## src/rtl/ifetch_pkg.sv

```systemverilog
// ----------------------------------------------------------------------------
// ifetch_pkg
//   Shared definitions for the AXI-Lite instruction fetch unit.
//   - state_e       : fetch FSM state encoding (ST_ERR only exists when
//                     IFETCH_RESP_CHECK_EN is defined)
//   - AXI_RESP_OKAY : the only AXI read response treated as success
//   - ADDR_SHIFT    : word-to-byte shift applied to the PC (4-byte slots)
//   - resp_is_error : helper classifying an AXI read response
// ----------------------------------------------------------------------------
package ifetch_pkg;

`ifdef IFETCH_RESP_CHECK_EN
  typedef enum logic [2:0] {
    ST_IDLE,
    ST_ADDR,
    ST_DATA,
    ST_HOLD,
    ST_ERR
  } state_e;
`else
  typedef enum logic [1:0] {
    ST_IDLE,
    ST_ADDR,
    ST_DATA,
    ST_HOLD
  } state_e;
`endif

  localparam logic [1:0] AXI_RESP_OKAY = 2'b00;
  localparam int         ADDR_SHIFT    = 2;

  function automatic logic resp_is_error(input logic [1:0] resp);
    return resp != AXI_RESP_OKAY;
  endfunction

endpackage

```

## src/rtl/ifetch_axi.sv

```systemverilog
// ----------------------------------------------------------------------------
// ifetch_axi
//   Single-outstanding AXI-Lite instruction fetch unit. Issues one read per
//   instruction at byte address {pc_in, 2'b00}, holds the returned word for
//   the decoder, and pulses pc_en when decode accepts it. A flush discards
//   whatever fetch is in flight or held; an AR request already presented is
//   still completed and its R beat consumed, so the bus never sees a
//   withdrawn request.
//
//   Parameters
//     PC_W     program-counter width
//     INSTR_W  instruction width (= AXI read-data width)
//     ADDR_W   AXI address width, must be >= PC_W + 2
//
//   Ports
//     clk, rst            rising-edge clock, synchronous active-high reset
//     run                 allow new fetches to start
//     flush               discard in-flight / held fetch (branch redirect)
//     pc_in               PC to fetch from
//     pc_en               one-cycle PC-advance pulse
//     m_ar*, m_r*         AXI-Lite read address / read data channels
//     instr_out/valid     fetched instruction to decode
//     instr_ready         decode accepts instr_out
//     fetch_err           sticky fetch error
//
//   Configuration
//     IFETCH_RESP_CHECK_EN  when defined, a non-OKAY response on a beat that
//                           is not being dropped sets fetch_err and parks the
//                           unit in ST_ERR until reset. When undefined,
//                           m_rresp is ignored and fetch_err is tied low.
// ----------------------------------------------------------------------------
module ifetch_axi
  import ifetch_pkg::*;
#(
  parameter int PC_W    = 4,
  parameter int INSTR_W = 16,
  parameter int ADDR_W  = 8
) (
  input  logic               clk,
  input  logic               rst,
  input  logic               run,
  input  logic               flush,
  input  logic [PC_W-1:0]    pc_in,
  output logic               pc_en,
  output logic [ADDR_W-1:0]  m_araddr,
  output logic               m_arvalid,
  input  logic               m_arready,
  input  logic [INSTR_W-1:0] m_rdata,
  input  logic [1:0]         m_rresp,
  input  logic               m_rvalid,
  output logic               m_rready,
  output logic [INSTR_W-1:0] instr_out,
  output logic               instr_valid,
  input  logic               instr_ready,
  output logic               fetch_err
);

  state_e               state_q, state_d;
  logic [ADDR_W-1:0]    araddr_q, araddr_d;
  logic [INSTR_W-1:0]   instr_q, instr_d;
  // Set when a flush hits an outstanding fetch; the R beat is then discarded.
  logic                 drop_q, drop_d;
`ifdef IFETCH_RESP_CHECK_EN
  logic                 err_q, err_d;
`endif

  // NOTE: every register here is a few bits wide, so all of them take the
  // reset value; nothing is left uninitialised after reset.
  always_ff @(posedge clk) begin
    // NOTE: state is updated with non-blocking assignments so every flop
    // samples the pre-edge value of every other flop.
    if (rst) begin
      state_q  <= ST_IDLE;
      araddr_q <= '0;
      instr_q  <= '0;
      drop_q   <= 1'b0;
`ifdef IFETCH_RESP_CHECK_EN
      err_q    <= 1'b0;
`endif
    end else begin
      state_q  <= state_d;
      araddr_q <= araddr_d;
      instr_q  <= instr_d;
      drop_q   <= drop_d;
`ifdef IFETCH_RESP_CHECK_EN
      err_q    <= err_d;
`endif
    end
  end

  always_comb begin
    // NOTE: defaults first, so every path assigns every *_d and no latch
    // is inferred.
    state_d  = state_q;
    araddr_d = araddr_q;
    instr_d  = instr_q;
    drop_d   = drop_q;
`ifdef IFETCH_RESP_CHECK_EN
    err_d    = err_q;
`endif

    case (state_q)
      ST_IDLE: begin
        if (run && !flush) begin
          araddr_d = ADDR_W'(pc_in) << ADDR_SHIFT;
          drop_d   = 1'b0;
          state_d  = ST_ADDR;
        end
      end

      // arvalid must stay up until the handshake; flush only marks the
      // fetch for discarding.
      ST_ADDR: begin
        if (flush) begin
          drop_d = 1'b1;
        end
        if (m_arready) begin
          state_d = ST_DATA;
        end
      end

      // A flush arriving in the same cycle as the beat drops it too.
      ST_DATA: begin
        if (m_rvalid) begin
          if (drop_q || flush) begin
            drop_d  = 1'b0;
            state_d = ST_IDLE;
          end
`ifdef IFETCH_RESP_CHECK_EN
          else if (resp_is_error(m_rresp)) begin
            err_d   = 1'b1;
            state_d = ST_ERR;
          end
`endif
          else begin
            instr_d = m_rdata;
            state_d = ST_HOLD;
          end
        end else if (flush) begin
          drop_d = 1'b1;
        end
      end

      // Flush wins over a simultaneous instr_ready.
      ST_HOLD: begin
        if (flush || instr_ready) begin
          state_d = ST_IDLE;
        end
      end

`ifdef IFETCH_RESP_CHECK_EN
      ST_ERR: begin
        state_d = ST_ERR;
      end
`endif

      default: begin
        state_d = ST_IDLE;
      end
    endcase
  end

  // Handshake outputs are decoded straight from the state register.
  assign m_arvalid   = (state_q == ST_ADDR);
  assign m_rready    = (state_q == ST_DATA);
  assign instr_valid = (state_q == ST_HOLD);
  assign m_araddr    = araddr_q;
  assign instr_out   = instr_q;

  // pc_en is the HOLD-state handshake itself, so it exists only in that cycle.
  assign pc_en = (state_q == ST_HOLD) && instr_ready && !flush && !rst;

`ifdef IFETCH_RESP_CHECK_EN
  assign fetch_err = err_q;
`else
  assign fetch_err = 1'b0;
  // The response code has no effect in this build.
  logic rresp_unused;
  assign rresp_unused = ^m_rresp;
`endif

endmodule

```

## config.mk

```make
export PLATFORM = sky130hd
export DESIGN_NAME = ifetch_axi
export DESIGN_NICKNAME = d
export VERILOG_FILES = /design/src/rtl/ifetch_pkg.sv /design/src/rtl/ifetch_axi.sv
export SDC_FILE = /design/constraint.sdc
export NUM_CORES = 1
export LEC_CHECK = 0
export ABC_AREA = 0
export CORE_MARGIN = 2
export CORE_UTILIZATION = 40
export CTS_CLUSTER_DIAMETER = 60
export DETAILED_ROUTE_END_ITERATION = 10
export GPL_TIMING_DRIVEN = 0
export MAX_ROUTING_LAYER = met4
export PLACE_DENSITY = 0.79
export RECOVER_POWER = 50
export SYNTH_ARGS = -nofsm -noshare
export SYNTH_HDL_FRONTEND = slang
export SYNTH_SLANG_ARGS = --single-unit
```

## constraint.sdc

```tcl
create_clock -name clk -period 4.8 [get_ports clk]
set_input_delay 0.96 -clock clk [delete_from_list [all_inputs] [get_ports clk]]
set_output_delay 0.96 -clock clk [all_outputs]
set_load 0.1 [all_outputs]
```

==> results by stage <==
Floorplanning:
- The region available for standard cell placement spans between 2000 and 2500 µm².
- The die width is 54.89 µm.
- The die is about 55 µm tall.
- The effective utilization at floorplan is between 40% and 50%.
- In this run the count of I/O pins placed on the die edge is 58.
- In this run the core area contains 18 standard-cell rows.
- The area of the die is 3013 µm².

Cells and area:
- The fraction of layout instances using a drive strength above 1 is around 5.0%.
- The final net count is around 220.
- In the layout the commonest cells are clkdlybuf4s50_1 (48), nand2_1 (32), dfxtp_1 (23), a21oi_1 (19).
- The count of filler cells inserted in the layout is ~240.
- Once layout is done, the placed cells without fillers occupy between 1500 and 2000 µm².
- The most common cell after layout, fill and taps aside is clkdlybuf4s50_1.
- The sequential cells in the finished layout cover a total of roughly 460 µm².
- The area growth from synthesis to layout is 52.78%.
- The multi-input combinational cells in the finished layout cover a total of around 500 µm².
- 0 antenna diodes ended up in the layout.

Global routing:
- The via count of the first global-routing pass came to between 900 and 1000.
- The initial antenna violation count is 0.
- The first global-routing pass estimated a little over 4000 µm of wire.
- Entering global routing, the biggest net connects 13 pins.
- The global route total overflow is 0.
- Global routing used about 19% of the available tracks across all layers.

Logic synthesis:
- In this run the cell area of the synthesized design comes to approximately 1000 µm².
- The post-synthesis register bit count is 23.
- Averaged over all synthesized cells, the footprint is 8.423 µm².
- The instance count of the mapped netlist is ~120.
- The most area-hungry cell type in the Yosys netlist is dfxtp_1.
- By area the synthesized netlist is led by dfxtp_1 (44%), nand2_1 (12%), a21oi_1 (9.2%).
- Summing the sequential cell areas from Yosys gives roughly 44% of the chip area.
- The count of distinct cell types in the synthesized netlist is 26.
- The share of the synthesized area in the top cell type is about 44%.
- For this run, the number of Yosys warnings is 0.

Place:
- The worst setup timing slack at the placement stage is 0.8631 ns.
- After detailed placement, the total cell area comes to about 1600 µm².
- The final weighted congestion in routability-driven placement is 0.8798.
- The number of buffer cells added on primary ports is between 40 and 50.
- Detailed placement finished with a half-perimeter wire length of approximately 2200 µm.

Worst setup path:
- STA classifies the critical path endpoint as an output pin.
- The biggest fanout along the worst timing path is 6.
- The setup check on the worst reg-to-reg path leaves a slack of 2.48 ns.
- In this run the critical register-to-register path is captured at state_q[1].
- Data on the critical path arrives at its endpoint at about 3.1 ns.
- The worst setup path is of the input port to output pin kind.
- The beginning of the worst register-to-register path is state_q[0].
- The worst reg-to-reg path cell count is 6.
- STA classifies the critical path startpoint as an input port.
- For the worst setup path, the data required time is between 3 and 4 ns.

STA:
- Setup repair after global routing left no endpoint under its margin.
- The highest clock frequency the design can meet is between 200 and 250 MHz.
- For the pin with the worst max-slew slack, the measured transition is 1.043 ns.
- The setup clock skew after layout is between 0.006 and 0.007 ns.
- For the final routed database, the setup TNS stands at 0 ns.
- The final number of setup-violating endpoints is 0.
- The final hold violation count was 0.
- The clock period minus final worst setup slack is a little over 4 ns.
- The worst path setup slack after routing is approximately 0.77 ns.
- The max-slew violation total from the final report is 0.
- The worst path uses 84.02% of the clock period.
- The relative max-transition margin is 28.70%.

Clock network:
- The root buffer cell chosen for the clock tree is clkbuf_4.
- In this run the number of H-tree levels came out at 1.
- Clock tree synthesis inserted a total of 3 buffers.
- Hold repair after CTS inserted 0 buffers.
- Buffers added to address setup during post-CTS repair amount to 0.
- The clock passes through at most 2 buffers.
- The CTS tree is done.
- The quantity of gates resized following cts is 0.
- The clock drives 23 sinks.
- The later-pin clock latency in the skew report is about 0.3 ns.
- After clock tree synthesis, the clock-pin slew on the worst setup and hold paths is roughly 0.12 ns.

Flow run:
- The reported max-cap violation count is 0.

Routing:
- After detailed routing, the number of remaining DRC violations is 0.
- The total length of routed wires is between 2000 and 3000 µm.
- Once detail routing completed, the nets flagged for antenna violations numbered 0.
- The count of routing violations after the opening detailed-route iteration is 8.
- For this block, the via count after detailed routing is ~1000.
- The first TritonRoute pass finished after 4 iterations.
- After detailed routing, the average wire length per cell comes to between 10 and 15 µm.
- Dividing the detail-routed via count by the number of cells gives ~4.7.

Min path:
- The startpoint of the most critical hold path is instr_out[14].
- The worst hold path was traced through 2 stages.
- The type of the most critical hold path is flip-flop to flip-flop.
- The hold path endpoint is instr_out[14].

Power:
- The static power due to leakage is 0.0006001 µW.
- Dividing total power by cell area gives a power density of 370.9 nW/µm².
- The peak ir drop on the vdd network is slightly above 0.4 mV.

Run status:
- The run finished with clean final reports.
[area by class of cell]
cell class / instances / area share [%]
buffer: 11 / 3.794
multi-input combinational: 90 / 31.38
sequential: 23 / 29.09
clock buffer: 4 / 1.660
timing repair buffer: 49 / 30.99
tap: 30 / 2.372
inverter: 3 / 0.7115
[sequential cells by signal, summed over array words and instances (netlist names)]
| register | cells |
|---|---|
| drop_q | 1 |
| instr_out | 16 |
| m_araddr | 4 |
| state_q | 2 |
[routing by layer]
layer / GRT usage, % / wire (µm) / share of wire [%]
met1: 22.04 / 1059 / 40
met2: 34.92 / 1410 / 53
met3: 1.613 / 130 / 4.9
met4: 6.911 / 36 / 1.4
met5: - / 0 / 0
[Yosys cell counts]
master	n
o31ai_1	1
o21ai_0	2
buf_2	1
nor3b_1	1
mux2i_1	4
nand2b_4	1
a21oi_1	19
ha_1	6
nand3b_1	1
nor2b_1	2
nand3_1	2
conb_1	1
or4_1	1
and3_1	1
clkbuf_1	4
a211oi_1	1
nand2_1	32
a2111oi_4	1
a21boi_0	1
inv_1	3
nor2_1	7
clkbuf_2	1
dfxtp_1	23
and2_1	1
buf_4	5
nor4bb_1	1
[where the power goes]
group | switching (µW) | internal, µW | total [µW]
combinational | 197 | 84.1 | 281
sequential | 13.0 | 206 | 219
clock | 54.5 | 32.4 | 86.8
[stage by stage]
stage / instances / util [%] / hold WS, ns / total power (µW)
after detailed placement: 206 / 64.58 / 0.4486 / 518.3
after global routing: 210 / 64.48 / 0.4827 / 618.6
final: 210 / 64.48 / 0.4643 / 587.0
after global placement: 206 / 64.58 / 0.4410 / 507.6
after floorplan: 127 / - / 0.4639 / 446.6
after CTS: 210 / 65.65 / 0.4656 / 604.1
[worst max path at each step]
stage | startpoint | endpoint | slack, ns | cells after the start
4_1_cts | flush | pc_en | 0.85 | 3
2_1_floorplan | state_q[0] | pc_en | 0.66 | 2
6_report | flush | pc_en | 0.77 | 3
3_5_place_dp | flush | pc_en | 0.86 | 3
3_3_place_gp | flush | pc_en | 0.90 | 3
5_1_grt | flush | pc_en | 0.68 | 3
[cell families after synthesis]
group	Yosys count	share of synthesized area (%)
other cells	1	0.3620
mux	4	3.865
simple gates	50	21.98
fa+ha+maj	6	7.246
compound gates	25	14.98
buf+inv	14	7.125
flops	23	44.44
[critical path: stages]
cell             delay (ns)
dlygate4sd3_1          0.63
nor4bb_2               0.31
clkdlybuf4s50_1        1.17
Note: power is estimated with default switching activity, not from simulation.
